## src/rtl/cnn_frame_scheduler.sv

```systemverilog
// Round-robin scheduler sharing one CNN inference engine between NUM_REQ frame sources.
// Optional performance counters are enabled by defining SCHED_PERF_CNT_EN.
module cnn_frame_scheduler #(
    parameter int NUM_REQ        = 2,
    parameter int FRAME_PIXELS   = 1024,
    parameter int TIMEOUT_CYCLES = 4096,
    parameter int RESULT_W       = 48
) (
    input  logic                       clk,
    input  logic                       rst,
    input  logic [NUM_REQ-1:0]         req_valid,
    output logic [NUM_REQ-1:0]         req_grant,
    input  logic [NUM_REQ-1:0]         src_pix_valid,
    input  logic [NUM_REQ*8-1:0]       src_pix_data,
    output logic [NUM_REQ-1:0]         src_pix_ready,
    output logic                       cnn_start,
    output logic                       cnn_pixel_valid,
    output logic [7:0]                 cnn_pixel,
    input  logic                       cnn_busy,
    input  logic                       cnn_result_valid,
    input  logic signed [RESULT_W-1:0] cnn_result,
    output logic                       rsp_valid,
    input  logic                       rsp_ready,
    output logic [$clog2(NUM_REQ)-1:0] rsp_id,
    output logic signed [RESULT_W-1:0] rsp_data,
    output logic                       rsp_err
`ifdef SCHED_PERF_CNT_EN
    ,
    output logic [31:0]                perf_frames,
    output logic [15:0]                perf_timeouts,
    output logic [23:0]                perf_last_cycles
`endif
);

    localparam int IDW = $clog2(NUM_REQ);
    localparam int PCW = $clog2(FRAME_PIXELS + 1);
    localparam int TCW = $clog2(TIMEOUT_CYCLES);
    localparam logic [PCW-1:0] PIX_LAST = PCW'(FRAME_PIXELS - 1);
    localparam logic [TCW-1:0] TMO_LAST = TCW'(TIMEOUT_CYCLES - 1);
    localparam logic [IDW-1:0] ID_LAST  = IDW'(NUM_REQ - 1);

    typedef enum logic [2:0] {
        IDLE,
        START,
        STREAM,
        WAIT_RES,
        RESP
    } state_t;

    state_t                       state_reg;
    logic [IDW-1:0]               ptr_reg;
    logic [IDW-1:0]               gidx_reg;
    logic [NUM_REQ-1:0]           grant_reg;
    logic [NUM_REQ-1:0]           ready_reg;
    logic                         start_reg;
    logic                         pv_reg;
    logic [7:0]                   pix_reg;
    logic [PCW-1:0]               pix_cnt_reg;
    logic [TCW-1:0]               tmo_cnt_reg;
    logic                         rsp_valid_reg;
    logic [IDW-1:0]               rsp_id_reg;
    logic signed [RESULT_W-1:0]   rsp_data_reg;
    logic                         rsp_err_reg;

    logic [7:0]                   pix_arr [NUM_REQ];
    logic [IDW-1:0]               pick_idx_next;
    logic                         pix_hs;
    logic                         result_take;
    logic                         tmo_hit;
    logic                         rsp_fire;

    genvar gi;
    generate
        for (gi = 0; gi < NUM_REQ; gi++) begin : g_unpack
            assign pix_arr[gi] = src_pix_data[8*gi +: 8];
        end
    endgenerate

    // Scanning offsets from high to low lets the closest requester after the pointer win.
    function automatic logic [IDW-1:0] rr_pick(input logic [NUM_REQ-1:0] req,
                                               input logic [IDW-1:0]     ptr);
        logic [IDW-1:0] sel;
        int             cand;
        sel = ptr;
        for (int i = NUM_REQ - 1; i >= 0; i--) begin
            cand = (int'(ptr) + i) % NUM_REQ;
            if (req[cand]) begin
                sel = IDW'(cand);
            end
        end
        return sel;
    endfunction

    always_comb begin
        pick_idx_next = rr_pick(req_valid, ptr_reg);
    end

    assign pix_hs      = ready_reg[gidx_reg] & src_pix_valid[gidx_reg];
    assign result_take = (state_reg == WAIT_RES) && cnn_result_valid;
    assign tmo_hit     = (state_reg == WAIT_RES) && !cnn_result_valid && (tmo_cnt_reg == TMO_LAST);
    assign rsp_fire    = (state_reg == RESP) && rsp_ready;

    always_ff @(posedge clk) begin
        if (rst) begin
            state_reg     <= IDLE;
            ptr_reg       <= '0;
            gidx_reg      <= '0;
            grant_reg     <= '0;
            ready_reg     <= '0;
            start_reg     <= 1'b0;
            pv_reg        <= 1'b0;
            pix_reg       <= '0;
            pix_cnt_reg   <= '0;
            tmo_cnt_reg   <= '0;
            rsp_valid_reg <= 1'b0;
            rsp_id_reg    <= '0;
            rsp_data_reg  <= '0;
            rsp_err_reg   <= 1'b0;
        end else begin
            start_reg <= 1'b0;
            pv_reg    <= pix_hs;
            if (pix_hs) begin
                pix_reg <= pix_arr[gidx_reg];
            end

            case (state_reg)
                IDLE: begin
                    if ((|req_valid) && !cnn_busy) begin
                        gidx_reg  <= pick_idx_next;
                        grant_reg <= NUM_REQ'(1) << pick_idx_next;
                        state_reg <= START;
                    end
                end
                START: begin
                    start_reg   <= 1'b1;
                    ready_reg   <= grant_reg;
                    pix_cnt_reg <= '0;
                    state_reg   <= STREAM;
                end
                STREAM: begin
                    if (pix_hs) begin
                        pix_cnt_reg <= pix_cnt_reg + 1'b1;
                        if (pix_cnt_reg == PIX_LAST) begin
                            ready_reg   <= '0;
                            tmo_cnt_reg <= '0;
                            state_reg   <= WAIT_RES;
                        end
                    end
                end
                WAIT_RES: begin
                    // A result arriving on the final timeout cycle still counts as a result.
                    if (cnn_result_valid) begin
                        rsp_data_reg  <= cnn_result;
                        rsp_err_reg   <= 1'b0;
                        rsp_id_reg    <= gidx_reg;
                        rsp_valid_reg <= 1'b1;
                        state_reg     <= RESP;
                    end else if (tmo_cnt_reg == TMO_LAST) begin
                        rsp_data_reg  <= '0;
                        rsp_err_reg   <= 1'b1;
                        rsp_id_reg    <= gidx_reg;
                        rsp_valid_reg <= 1'b1;
                        state_reg     <= RESP;
                    end else begin
                        tmo_cnt_reg <= tmo_cnt_reg + 1'b1;
                    end
                end
                RESP: begin
                    if (rsp_ready) begin
                        rsp_valid_reg <= 1'b0;
                        grant_reg     <= '0;
                        ptr_reg       <= (gidx_reg == ID_LAST) ? '0 : gidx_reg + 1'b1;
                        state_reg     <= IDLE;
                    end
                end
                default: begin
                    state_reg <= IDLE;
                end
            endcase
        end
    end

    assign req_grant       = grant_reg;
    assign src_pix_ready   = ready_reg;
    assign cnn_start       = start_reg;
    assign cnn_pixel_valid = pv_reg;
    assign cnn_pixel       = pix_reg;
    assign rsp_valid       = rsp_valid_reg;
    assign rsp_id          = rsp_id_reg;
    assign rsp_data        = rsp_data_reg;
    assign rsp_err         = rsp_err_reg;

`ifdef SCHED_PERF_CNT_EN
    logic [31:0] perf_frames_reg;
    logic [15:0] perf_timeouts_reg;
    logic [23:0] perf_last_cycles_reg;
    logic [23:0] frame_cyc_reg;

    // frame_cyc_reg reads 0 in the cnn_start cycle, so +1 at the RESP transition gives start-to-RESP distance.
    always_ff @(posedge clk) begin
        if (rst) begin
            perf_frames_reg      <= '0;
            perf_timeouts_reg    <= '0;
            perf_last_cycles_reg <= '0;
            frame_cyc_reg        <= '0;
        end else begin
            if (state_reg == START) begin
                frame_cyc_reg <= '0;
            end else if (frame_cyc_reg != '1) begin
                frame_cyc_reg <= frame_cyc_reg + 1'b1;
            end
            if (result_take || tmo_hit) begin
                perf_last_cycles_reg <= (frame_cyc_reg == '1) ? frame_cyc_reg : frame_cyc_reg + 1'b1;
            end
            if (rsp_fire && !rsp_err_reg && (perf_frames_reg != '1)) begin
                perf_frames_reg <= perf_frames_reg + 1'b1;
            end
            if (rsp_fire && rsp_err_reg && (perf_timeouts_reg != '1)) begin
                perf_timeouts_reg <= perf_timeouts_reg + 1'b1;
            end
        end
    end

    assign perf_frames      = perf_frames_reg;
    assign perf_timeouts    = perf_timeouts_reg;
    assign perf_last_cycles = perf_last_cycles_reg;
`else
    logic unused_perf;
    assign unused_perf = result_take ^ tmo_hit ^ rsp_fire;
`endif

endmodule
```

## config.mk

```make
export PLATFORM = sky130hd
export DESIGN_NAME = cnn_frame_scheduler
export DESIGN_NICKNAME = d
export VERILOG_FILES = /design/src/rtl/cnn_frame_scheduler.sv
export SDC_FILE = /design/constraint.sdc
export NUM_CORES = 1
export LEC_CHECK = 0
export ABC_AREA = 1
export CORE_MARGIN = 2
export CORE_UTILIZATION = 60
export CTS_CLUSTER_DIAMETER = 50
export DETAILED_ROUTE_END_ITERATION = 8
export DONT_BUFFER_PORTS = 1
export PLACE_DENSITY_LB_ADDON = 0.05
export SLEW_MARGIN = 20
export SYNTH_ARGS = -nofsm -noshare
export SYNTH_HDL_FRONTEND = slang
export SYNTH_SLANG_ARGS = --single-unit
export TNS_END_PERCENT = 30
```

## constraint.sdc

```tcl
create_clock -name clk -period 2.7 [get_ports clk]
set_input_delay 0.405 -clock clk [delete_from_list [all_inputs] [get_ports clk]]
set_output_delay 0.405 -clock clk [all_outputs]
set_load 0.01 [all_outputs]
```

Word level (Yosys, flattened, before mapping). Cells that the tools add are included.

Register bits: 93. Input port bits: 73. Output and inout bits: 65.

Add/subtract/negate cells: 4. $lt $le $gt $ge: 4. Eq/ne operators: 13. Shift operators: 1. Muxes and demuxes: 45. Bitwise operators: 3. Reduce and logical (&&, ||, !) cells: 18.

Operator list (count): two-way mux 48 bit (2); two-way mux 12 bit (4); two-way mux 8 bit (3); case mux 12 bit (2 select lines) (1); case mux 11 bit (2 select lines) (1); two-way mux 1 bit (19); two-way mux 3 bit (6); case mux 3 bit (5 select lines) (1); adder 12 x 1 -> 12 bit, second input constant (1); equality test 12 bit, second input constant (1); inequality test 2 bit, second input constant (6); adder 11 x 1 -> 11 bit, second input constant (1); equality test 11 x 10 -> 1 bit, second input constant (1); two-way mux 11 bit (1); AND reduction 5 bit (2); nonzero test 2 bit (5); AND reduction 3 bit (3); two-way mux 2 bit (4); case mux 2 bit (2 select lines) (2); AND reduction 2 bit (4); equality test 3 x 2 -> 1 bit, second input constant (2); < comparator 1 x 2 -> 1 bit, second input constant (2); equality test 3 x 1 -> 1 bit, second input constant (1); equality test 3 bit, second input constant (1); other kinds (13) (14).

Depth between registers and ports, before layout.
Word-level depth: 10. Mapped depth: 10. Gate-level depth less buffers: 10.

Worst setup path before layout. No wires, ideal clock.

Path kind: register to register. Start point: reg pix_cnt_reg[0]. End point: reg tmo_cnt_reg[2]. Library setup time: 113 ps. Arrival: 1394 ps. Path slack: 1193 ps. Cell stages (with the launch flop): 10. Clock period less this slack: 1507 ps. Cells stage by stage: dfxtp_1 > ha_1 > inv_1 > nor2_2 > nand3_1 > nand2_2 > nand3_4 > buf_6 > o21ai_1 > nor2_1.

Cells in the longest elaborated chain, start to end: 3.

Ends and longest elaborated chain: start, declared (line 58) `logic [PCW-1:0] pix_cnt_reg;`; start signal, assigned (line 142) `pix_cnt_reg <= pix_cnt_reg + 1'b1;`; equality test 11 x 10 -> 1 bit (line 143) `if (pix_cnt_reg == PIX_LAST) begin`; inequality test 2 bit (no line); AND reduction 5 bit (no line); end signal, assigned (line 165) `tmo_cnt_reg <= tmo_cnt_reg + 1'b1;`; end, declared (line 59) `logic [TCW-1:0] tmo_cnt_reg;`.

Every way passes these cells. A chain may end at the register's enable or synchronous reset.

Final worst setup path.
Start point: reg gidx_reg. End point: reg pix_cnt_reg[5].

Cells in the longest elaborated chain, start to end: 5.

Ends and longest elaborated chain: start, declared (line 52) `logic [IDW-1:0] gidx_reg;`; start signal, assigned (line 129) `gidx_reg <= pick_idx_next;`; two-way mux 1 bit (not written as such) (2 in a row) (line 98) `assign pix_hs = ready_reg[gidx_reg] & src_pix_valid[gidx_reg];`; AND 1 bit (*) (line 98); inequality test 2 bit (no line) (*); AND reduction 2 bit (no line) (*).

Mark *: on every way between the ends. The rest lies on a longest branch, timed or not. The select of a mux whose other input is x is not followed.

==> impl.org <==
** Yosys
- Post-synth design cell area :: 4080 µm²
- In this run, distinct cell masters in the synthesized netlist total 31.
- FFs w/ async S/R, synth :: 0%
- Yosys warnings :: 0
- In this run, synthesis inferred 0 flip-flops with an integrated enable.
- Syn_area_per_cell :: about 7.2 µm²
- When the netlist entered floorplanning its net count stood at around 640.
- Flop and latch count out of synthesis :: 93
- The cell count after synthesis came out at between 500 and 600.
- The most used flip-flop cell after synthesis is sky130_fd_sc_hd__dfxtp_1.
- Seq/Total Area, Yosys :: 45.6%

** Die
- Die width :: 86.5 µm
- The core region is roughly 6700 µm².
- The die covers roughly 7500 µm².
- Initial Util :: between 60% and 70%
- After floorplanning, the core was divided into 30 placement rows.
- Top-Level Pins :: between 100 and 150
- Vertical extent of the die :: between 80 and 90 µm

** Status
- The flow ran to the end, and the final reports show no timing, DRC or antenna violations.

** Place
- Port buffering added 0 buffers.
- In this run the cell area measured after placement is about 4100 µm².
- Detailed placement ended at an HPWL of 6590 µm.
- At the placement stage, the worst setup path has a slack of ~780 ps.
- Total instance count after detailed placement :: between 600 and 700
- Final Wtd Congestion :: 0.861

** Setup path
- In this run the worst path has a maximum fanout of 18.
- STA classifies the critical path startpoint as a register.
- STA classifies the critical path endpoint as a register.
- Cell at the slowest stage of the critical path :: sky130_fd_sc_hd__dfxtp_1
- Worst Path Arrival :: ~2200 ps
- Cell-by-cell listing of the critical path :: nand3_1 > nand2_4 > nand2_4 > nand2_2 > nand2_1 > or2_1 > a21oi_1
- The worst setup path is of the register to register kind.
- Worst Path Required :: approximately 3000 ps
- In this design, the critical path's most frequently occurring cell is sky130_fd_sc_hd__nand2_4.
- In this design, the stage delay of the slowest critical-path cell is between 600 and 700 ps.

** Min path
- In this run the worst hold path is classified as input pin to register.

** CTS
- After clock tree synthesis, the clock-pin slew on the worst setup and hold paths is around 90 ps.
- TritonCTS built the clock tree.
- The number of gates resized after CTS was 0.
- Once the clock tree was built, the setup fixing pass inserted 0 buffers.
- Cell at the root of the clock tree :: sky130_fd_sc_hd__clkbuf_8
- Clock latency of the later-clocked register in the worst-skew pair :: ~360 ps
- The clock net in this run drives a total of 93 sinks.
- The clock tree synthesis step divided the H-tree into 3 levels.
- The clock passes through at most 2 buffers.
- Num CTS Buffers :: 9
- Buffers inserted to repair hold after CTS numbered 0.

** Timing
- Highest achievable clock rate :: about 0.52 GHz
- Fin crit share :: 71.8%
- The count of pins over their slew limit came to 0.
- After layout, the minimum clock period comes to approximately 1900 ps.
- RSZ-0062 raised after global routing :: false
- Worst-case setup margin in the final layout :: between 700 and 800 ps
- Final hold vios :: 0
- Post-Route Skew :: ~7 ps
- Accumulated negative setup slack :: 0 ps
- Final Setup Violations :: 0
- In this run the tightest slew margin relative to its limit is about half.
- Slew of the pin with the lowest slew margin :: around 770 ps

** GRT
- Entering global routing, the biggest net connects 63 pins.
- The number of global-route vias before repair came to 3269.
- Total congestion overflow after global routing :: 0
- Global routing used 26.2% of the available tracks across all layers.
- The initial antenna violation count was 0.
- First-pass GRT wire length :: between 15000 and 20000 µm

** Routing
- Starting DRC count in detailed routing :: around 220
- Via density per instance :: 5.71
- Avg WL per Cell :: 15.1 µm
- Detailed-router iteration count before antenna repair :: 4
- Post-detailed-route DRC marker count :: 0
- Summing over every cut layer, the via total after detailed routing is 3617.
- Post-route ant nets :: 0
- Total length of routed wires :: around 9600 µm

** Layout
- Registers take approximately 1900 µm².
- Final cell count without fillers :: approximately 630
- Max reg flops :: 48
- Final non-filler cell area :: between 4000 and 5000 µm²
- Layout net count :: 623
- The top cell types in the final layout, fill and taps aside, are sky130_fd_sc_hd__nand2_1, sky130_fd_sc_hd__dfxtp_1, sky130_fd_sc_hd__a21oi_1.
- Leaving out fill and tap cells, the most frequent cell in the layout is sky130_fd_sc_hd__nand2_1.
- The area growth from synthesis to layout is 5.00%.
- Fraction of layout instances using a drive strength above 1 :: between 7 and 8%
- Counting the fill cells in the layout gives 608.
- Summing all multi-input logic gate instances after layout gives roughly 1900 µm².
- 0 antenna diodes ended up in the layout.

** Pwr
- Dividing total power by cell area gives a power density of between 700 and 800 nW/µm².
- Static Leakage :: between 0.0015 and 0.002 µW
- IR analysis of the VDD net gives a maximum drop of between 0.0004 and 0.0005 V.

** Job
- Max-cap violations in this run came to 0.
[worst paths after layout]
kind / start / to / slack [ps] / cells past startpoint
setup / recovery: gidx_reg$_SDFFE_PP0P_ / pix_cnt_reg[5]$_SDFFE_PP0P_ / 760 / 7
hold / removal: rst / rsp_data[0]$_SDFFE_PP0P_ / 100 / 1
setup reg to reg: gidx_reg$_SDFFE_PP0P_ / pix_cnt_reg[5]$_SDFFE_PP0P_ / 760 / 7
hold reg to reg: pix_cnt_reg[7]$_SDFFE_PP0P_ / pix_cnt_reg[7]$_SDFFE_PP0P_ / 480 / 2
[critical path: cells and delay by family (launching register included)]
kind	cells	cell delay, ps
AND/OR/NAND/NOR	6	1130
AO/OA/AOI/OAI	1	120
flip-flops	1	620
[metal layers]
metal,part of all wire (%),vias to the layer above,track usage [%]
li1,-,1827,-
met1,42,1655,33.1
met2,49,119,42.3
met3,7.5,16,8.29
met4,1.7,0,9.38
met5,0,-,0
[synth_stat cells (all sizes together), types with 2 or more instances]
cell / number / area, µm²
nand4: 14 / 103
dfxtp: 93 / 1860
nand2: 144 / 576
ha: 2 / 25.0
inv: 43 / 161
nor2: 54 / 235
buf: 16 / 98.8
a21oi: 72 / 360
nand3: 69 / 363
o21ai: 22 / 110
a211oi: 2 / 15.0
nor3: 4 / 20.0
clkbuf: 14 / 52.6
a31oi: 8 / 50.1
nand3b: 3 / 22.5
[cells by family after synthesis]
| kind of cell | after synthesis | share of synthesized area [%] |
|---|---|---|
| AO/OA/AOI/OAI | 106 | 13.5 |
| buffers and inverters | 73 | 7.66 |
| flip-flops | 93 | 45.6 |
| adder cells (fa/ha/maj) | 2 | 0.613 |
| AND/OR/NAND/NOR | 290 | 32.6 |
[metrics by stage]
stage	total power [µW]	utilization, %	hold WS (ps)
floorplan	1980	-	447
global placement	2050	60.7	461
detailed placement	2060	60.7	462
CTS	3120	64.2	87.1
global route	3250	64.2	81.5
finish	3090	64.2	104
[final cells by class]
cell class	instances	share of cell area (%)
timing repair buffer	3	0.525
tap	80	2.34
multi-input combinational	398	44.5
inverter	43	3.77
sequential	93	43.4
clock buffer	11	3.53
clock inverter	5	1.90
[power by group]
part	switching, µW	internal, µW
logic	321	138
registers	110	1460
clock network	483	574
No activity file was read; power rests on OpenSTA's default activity.
